==> src/rtl/bht_update_ctrl.sv <==
// bht_update_ctrl: round-robin merge of two BHT update requesters through a small FIFO, plus a row-by-row flush sweep
// Ports:
//   clk_i, rst_ni               clock, synchronous active-low reset
//   flush_req_i                 start (or restart) a full-table clear sweep
//   debug_mode_i                accepted updates are dropped and counted
//   req_{a,b}_valid_i/ready_o   requester handshakes, pc and taken payload
//   upd_valid_o/pc_o/taken_o    registered update strobe to the table
//   clr_valid_o/clr_row_o       registered row-clear strobe to the table
//   flush_busy_o                sweep in progress
//   drop_cnt_o                  saturating count of debug-mode drops
module bht_update_ctrl #(
  parameter int unsigned NR_ROWS    = 512,
  parameter int unsigned FIFO_DEPTH = 4,
  parameter int unsigned VLEN       = 64
) (
  input  logic                       clk_i,
  input  logic                       rst_ni,
  input  logic                       flush_req_i,
  input  logic                       debug_mode_i,
  input  logic                       req_a_valid_i,
  output logic                       req_a_ready_o,
  input  logic [VLEN-1:0]            req_a_pc_i,
  input  logic                       req_a_taken_i,
  input  logic                       req_b_valid_i,
  output logic                       req_b_ready_o,
  input  logic [VLEN-1:0]            req_b_pc_i,
  input  logic                       req_b_taken_i,
  output logic                       upd_valid_o,
  output logic [VLEN-1:0]            upd_pc_o,
  output logic                       upd_taken_o,
  output logic                       clr_valid_o,
  output logic [$clog2(NR_ROWS)-1:0] clr_row_o,
  output logic                       flush_busy_o,
  output logic [15:0]                drop_cnt_o
);
  localparam int unsigned PW = $clog2(FIFO_DEPTH);
  typedef enum logic {IDLE, SWEEP} state_e;
  state_e state_q, state_d;
  logic prio_b_q;
  logic [PW:0] cnt_q;
  logic [PW-1:0] rd_q, wr_q;
  logic [VLEN-1:0] pc_mem [FIFO_DEPTH];
  logic taken_mem [FIFO_DEPTH];
  logic gnt_a, gnt_b, space, hs, hs_taken, load, pop, push;
  logic [VLEN-1:0] hs_pc;
  // prio_b_q is set once A wins a handshake, so B wins the next contested cycle
  assign gnt_a = req_a_valid_i & (~req_b_valid_i | ~prio_b_q);
  assign gnt_b = req_b_valid_i & ~gnt_a;
  // depth is a power of two, so the count MSB alone marks a full FIFO;
  // in IDLE a full FIFO still pops this cycle, freeing a slot
  assign space = ~cnt_q[PW] | (state_q == IDLE & cnt_q != '0);
  assign hs = req_a_ready_o | req_b_ready_o;
  assign hs_pc = gnt_a ? req_a_pc_i : req_b_pc_i;
  assign hs_taken = gnt_a ? req_a_taken_i : req_b_taken_i;
  // the output register loads whenever the next cycle is IDLE, so the first
  // IDLE cycle after a sweep already presents the oldest buffered update
  assign load = state_d == IDLE;
  assign pop = load & cnt_q != '0;
  assign push = hs & ~debug_mode_i & ~flush_req_i & ~(load & cnt_q == '0);
  always_ff @(posedge clk_i) begin
    if (!rst_ni) state_q <= IDLE;
    else state_q <= state_d;
  end
  always_comb begin
    state_d = (flush_req_i | (state_q == SWEEP & ~&clr_row_o)) ? SWEEP : IDLE;
  end
  always_comb begin
    req_a_ready_o = gnt_a & (debug_mode_i | space);
    req_b_ready_o = gnt_b & (debug_mode_i | space);
    flush_busy_o = state_q == SWEEP;
  end
  always_ff @(posedge clk_i) begin
    if (push) begin
      pc_mem[wr_q] <= hs_pc;
      taken_mem[wr_q] <= hs_taken;
    end
  end
  always_ff @(posedge clk_i) begin
    if (!rst_ni) begin
      prio_b_q <= 1'b0;
      cnt_q <= '0;
      rd_q <= '0;
      wr_q <= '0;
      upd_valid_o <= 1'b0;
      upd_pc_o <= '0;
      upd_taken_o <= 1'b0;
      clr_valid_o <= 1'b0;
      clr_row_o <= '0;
      drop_cnt_o <= '0;
    end else begin
      if (hs) prio_b_q <= gnt_a;
      if (flush_req_i) begin
        cnt_q <= '0;
        rd_q <= '0;
        wr_q <= '0;
      end else begin
        if (push) wr_q <= wr_q + 1'b1;
        if (pop) rd_q <= rd_q + 1'b1;
        cnt_q <= cnt_q + (PW+1)'(push) - (PW+1)'(pop);
      end
      upd_valid_o <= load & (pop | (hs & ~debug_mode_i));
      upd_pc_o <= pop ? pc_mem[rd_q] : hs_pc;
      upd_taken_o <= pop ? taken_mem[rd_q] : hs_taken;
      clr_valid_o <= state_d == SWEEP;
      clr_row_o <= (state_d == SWEEP & ~flush_req_i) ? clr_row_o + 1'b1 : '0;
      if (hs & debug_mode_i & ~flush_req_i & ~&drop_cnt_o) drop_cnt_o <= drop_cnt_o + 16'd1;
    end
  end
endmodule
==> config.mk <==
export PLATFORM = sky130hd
export DESIGN_NAME = bht_update_ctrl
export DESIGN_NICKNAME = d
export VERILOG_FILES = /design/src/rtl/bht_update_ctrl.sv
export SDC_FILE = /design/constraint.sdc
export NUM_CORES = 1
export LEC_CHECK = 0
export CAP_MARGIN = 20
export CORE_ASPECT_RATIO = 1.4
export CORE_MARGIN = 10
export CORE_UTILIZATION = 41
export DETAILED_ROUTE_END_ITERATION = 12
export GPL_ROUTABILITY_DRIVEN = 0
export SYNTH_ARGS = -nofsm -noshare
export SYNTH_HDL_FRONTEND = slang
export SYNTH_SLANG_ARGS = --single-unit
==> constraint.sdc <==
create_clock -name clk_i -period 7.1 [get_ports clk_i]
set_input_delay 2.13 -clock clk_i [delete_from_list [all_inputs] [get_ports clk_i]]
set_output_delay 2.13 -clock clk_i [all_outputs]
set_load 0.05 [all_outputs]
## Word level (Yosys, flattened, before mapping)

Memories as Yosys holds them, arrays and structs flattened. A register that Yosys moved wholly into a read port is not among the register bits.
Index checks and enable logic that the tools add are counted.

- Logic and storage cells: 69
- Memories kept: 2
- Bits in writable memories: 260
- Flip-flop bits (word level): 100
- Bits of input ports: 136

- Reduce and logical (&&, ||, !) cells: 8
- Bitwise gates (word level): 32
- Mux-type cells: 11
- Add/subtract/negate cells: 6

Memories:

| memory | depth | width | read ports | clocked after memory_dff | wr ports | line | RTL |
|---|---|---|---|---|---|---|---|
| pc_mem | 4 | 64 | 1 | 1 | 1 | 42 | `logic [VLEN-1:0] pc_mem [FIFO_DEPTH];` |
| taken_mem | 4 | 1 | 1 | 1 | 1 | 43 | `logic taken_mem [FIFO_DEPTH];` |

Operator list:

| kind | number |
|---|---|
| 2-to-1 mux 64 bit | 2 |
| adder 16 x 1 -> 16 bit (second input constant) | 1 |
| AND 1 bit | 16 |
| AND reduction 16 bit | 1 |
| inverter 1 bit | 10 |
| adder 9 x 1 -> 9 bit (second input constant) | 1 |
| AND reduction 9 bit | 1 |
| 2-to-1 mux 2 bit | 4 |
| bitwise OR 1 bit | 6 |
| 2-to-1 mux 1 bit | 5 |
| adder 2 x 1 -> 2 bit (second input constant) | 2 |
| adder 3 x 1 -> 3 bit | 1 |
| logical NOT 3 bit | 1 |
| nonzero test 3 bit | 1 |
| subtractor 3 x 1 -> 3 bit | 1 |
| logical NOT 1 bit | 2 |
| AND reduction 2 bit | 1 |
| OR reduction 2 bit | 1 |

## Longest topological paths before layout

- Word-level depth: 12
- Gate-level depth with buffers: 17
- Mapped depth without buffers: 16

## Least setup slack after synthesis

No wires, ideal clock.

- Path type: input -> output
- Start: input port req_a_valid_i
- End: output port req_b_ready_o
- Stages: 4
- Path slack: 1.670 ns
- Arrival: 3.300 ns
- Data required time: 4.970 ns
- Cell sequence: a21boi_1 > buf_2 > buf_2 > nor2_1

- Longest elaborated chain between the ends: 4

Ends and longest elaborated chain:

| element | line | RTL |
|---|---|---|
| start, declared | 20 | `input logic req_a_valid_i,` |
| AND 1 bit | 47 | `assign gnt_a = req_a_valid_i & (~req_b_valid_i \| ~prio_b_q);` |
| inverter 1 bit | 48 | `assign gnt_b = req_b_valid_i & ~gnt_a;` |
| AND 1 bit | 48 |  |
| AND 1 bit | 69 | `req_b_ready_o = gnt_b & (debug_mode_i \| space);` |
| end, declared | 25 | `output logic req_b_ready_o,` |

No other way between the ends.

## Final worst setup path

- Start: input port req_a_valid_i
- End: output port req_a_ready_o

- Longest elaborated chain between the ends: 2

Ends and longest elaborated chain:

| element | line | RTL |
|---|---|---|
| AND 1 bit | 47 |  |
| AND 1 bit | 68 | `req_a_ready_o = gnt_a & (debug_mode_i \| space);` |
| end, declared | 21 | `output logic req_a_ready_o,` |

No other way between the ends.

==> results.md <==
* DP Area at 0.01685 mm²
* CTS tree: yes
* Pre-CTS WS at 1.164 ns
* VDD IR-drop max at 0.1569 mV
* Clk Latency, worst-skew pair at 0.52 ns
* Design Power at 4.678 mW
* Maxcap violations at 0
* Post-detail-place hpwl at 18.94 mm
* Final ANT Viol Nets at 0
* First-pass GRT wire length at 49.80 mm
* Final #Nets at 1275
* Yosys top cell area share at 0.5526
* DP Cell Count at 1540
* Synth async-reset ratio at 0
* Largest net degree at the start of global routing at 69
* Layout Utilization at 0.5313
* Core area at 0.03403 mm²
* Drt pass-1 iters at 5
* Critical Path Start: req_a_valid_i
* Slew headroom at 0.2601
* HP Start: rd_q[1]
* Die area at 0.04239 mm²
* Routed length per instance at 19.99 µm
* Worst reg2reg startpoint: clr_row_o[0]
* Max H-tree Level at 2
* PD cells at 258.7 mW/mm²
* Number of flops mapped to enable cells by yosys at 260
* YS warnings at 0
* Mapped cell area at 0.01413 mm²
* P_leak at 5.957 nW
* Met3 WL at 1.657 mm
* Cells after Synth at 906
* M1 WL at 12.74 mm
* Outcome: complete, no violations
* Critical path type: input pin to output port
* Final worst-path cycle share at 0.8356
* Most used DFF post-synth: edfxtp_1
* Peak fanout along the critical path at 4
* Synth top cells by count: 260 x edfxtp_1, 144 x nand2_1, 102 x dfxtp_1, 79 x a21oi_1
* Fmax at 0.1685 GHz
* Antenna cells at 0
* Startpoint Class: input pin
* DRT iter0 DRCs at 525
* Seq cells post-synth at 362
* Hold path depth at 2
* Layout cells sized above 1 at 0.1792
* CTS clk-pin slew, worst paths at 0.06 ns
* Vias in the first global route at 8744
* RSZ-0062 raised after global routing: false
* Worst Tran Pin Value at 1.110 ns
* Worst hold slack at 0.4778 ns
* Worst Hold Class: flip-flop to flip-flop
* Final WL at 32.10 mm
* Hold_buf cts at 0
* Synth-to-layout area growth at 27.96%
* Final Slew Violations at 0
* Register area share after synthesis at 0.6971
* IO Pins at 231
* Count of unique library cells instantiated by Yosys at 44
* Crit end category: output port
* Num rows at 80
* Starting Density at 0.4152
* Filler cells at 2885
* Clock Root Buffer: clkbuf_16
* Num CTS Buffers at 36
* Congestion Overflow GR at 0
* CTS resizes at 0
* DR vias at 8189
* Clock buffer depth at 3
* DIE WIDTH at 176.9 µm
* Final Skew at 0.01763 ns
* Vias per cell at 5.099
* Fin crit period at 5.933 ns
* Largest cells by area after synthesis: edfxtp_1 55%, dfxtp_1 14%, mux4_2 10%, mux2_2 5.2%, nand2_1 3.8%
* Worst Path Required at 4.97 ns
* Count leader, synth: edfxtp_1
* Setup WS post-layout at 1.167 ns
* DRC violations left at 0
* Post-CTS Setup Bufs at 0
* Top sig layer: met4
* Gr usage total at 0.1504
* Mapped Nets at 1052
* Final Setup Violations at 0
* Antenna violations before repair at 0
* Met2 wire length at 17.02 mm
* Mapped Avg Cell Area at 15.60 µm²
* Sink Count at 362
* Area leader, netlist: edfxtp_1
* Setup tns final at 0 ns
* Quantity of I/O buffers inserted on ports at 230
* Hold Violations, Final at 0
* Finished Layout Cells at 1606
* Chip height at 239.7 µm
* Critical Path AT at 3.80 ns
* Design Area, Final at 0.01808 mm²
* R2R cell count at 16
power breakdown:
part / switching [mW] / total, mW / internal, mW
Combinational: 0.242 / 0.424 / 0.182
Sequential: 0.0141 / 2.34 / 2.32
Clock: 0.761 / 1.92 / 1.16
final timing paths:
path | endpoint | slack (ns)
hold reg to reg | flip-flop | 0.48
setup / recovery | req_a_ready_o | 1.17
hold / removal | flip-flop | 0.48
setup reg to reg | cnt_q[2] | 3.56
cell usage in the layout, fill, tap and decap left out, types with 3 or more instances in the layout:
cell type,Yosys,routed
bufinv_16,0,4
buf_4,1,5
clkinv_2,0,10
inv_1,13,13
ha_1,9,9
edfxtp_1,260,260
dfxtp_1,102,100
clkbuf_8,0,3
clkdlybuf4s50_1,0,230
mux2_2,65,65
nor3_1,3,3
a21oi_1,79,79
nand2b_1,7,7
nand4_1,5,5
nor2_1,19,19
or4_1,7,7
or3_1,7,6
nor2b_1,3,3
o31ai_1,6,6
mux4_2,65,65
mux2i_1,6,6
clkinv_1,1,3
nand3_1,8,8
nand2_1,144,144
o21ai_0,8,8
clkbuf_16,0,38
and2_4,0,4
nor4_1,4,4
xnor2_1,6,6
clkbuf_1,29,6
nand3b_1,3,3
worst max-delay path, cell delays in order:
cell and delay [ns]:
clkdlybuf4s50_1 0.53, a21boi_4 0.21, and2_1 0.14, clkdlybuf4s50_1 0.80
kinds of logic (layout without fill, tap and decap cells):
group / Yosys count / in the layout / synth area share
and+or+nand+nor: 224 / 224 / 0.07181
muxes: 136 / 136 / 0.1597
AOI/OAI and AO/OA: 99 / 99 / 0.03746
DFF: 362 / 362 / 0.6971
xor gates and xnor gates: 8 / 8 / 0.004959
buffers and inverters: 67 / 316 / 0.01966
adders and majority gates: 10 / 10 / 0.009387
state kept, by name, indices dropped and copies added (netlist names), named ones only:
register	flops
wr_q	2
upd_taken_o	1
pc_mem	256
clr_row_o	9
clr_valid_o	1
rd_q	2
prio_b_q	1
upd_pc_o	64
drop_cnt_o	16
taken_mem	4
upd_valid_o	1
cnt_q	3
metal layers:
layer | vias up | global-route usage
met5 | - | 0
met1 | 4075 | 0.1758
met3 | 41 | 0.03105
met4 | 0 | 0.04876
met2 | 220 | 0.2687
li1 | 3853 | -
area by class of cell:
cell class	count	area [µm²]	share of cell area
well taps	451	564.3	0.03121
multi-input cells	477	4029	0.2228
inverters	15	57.56	0.003183
repair buffers	237	2375	0.1313
clock inverters	16	176.4	0.009757
clock buffers	48	1022	0.05654
flip-flops and latches	362	9857	0.5452
(Power assumes the default switching activity.)
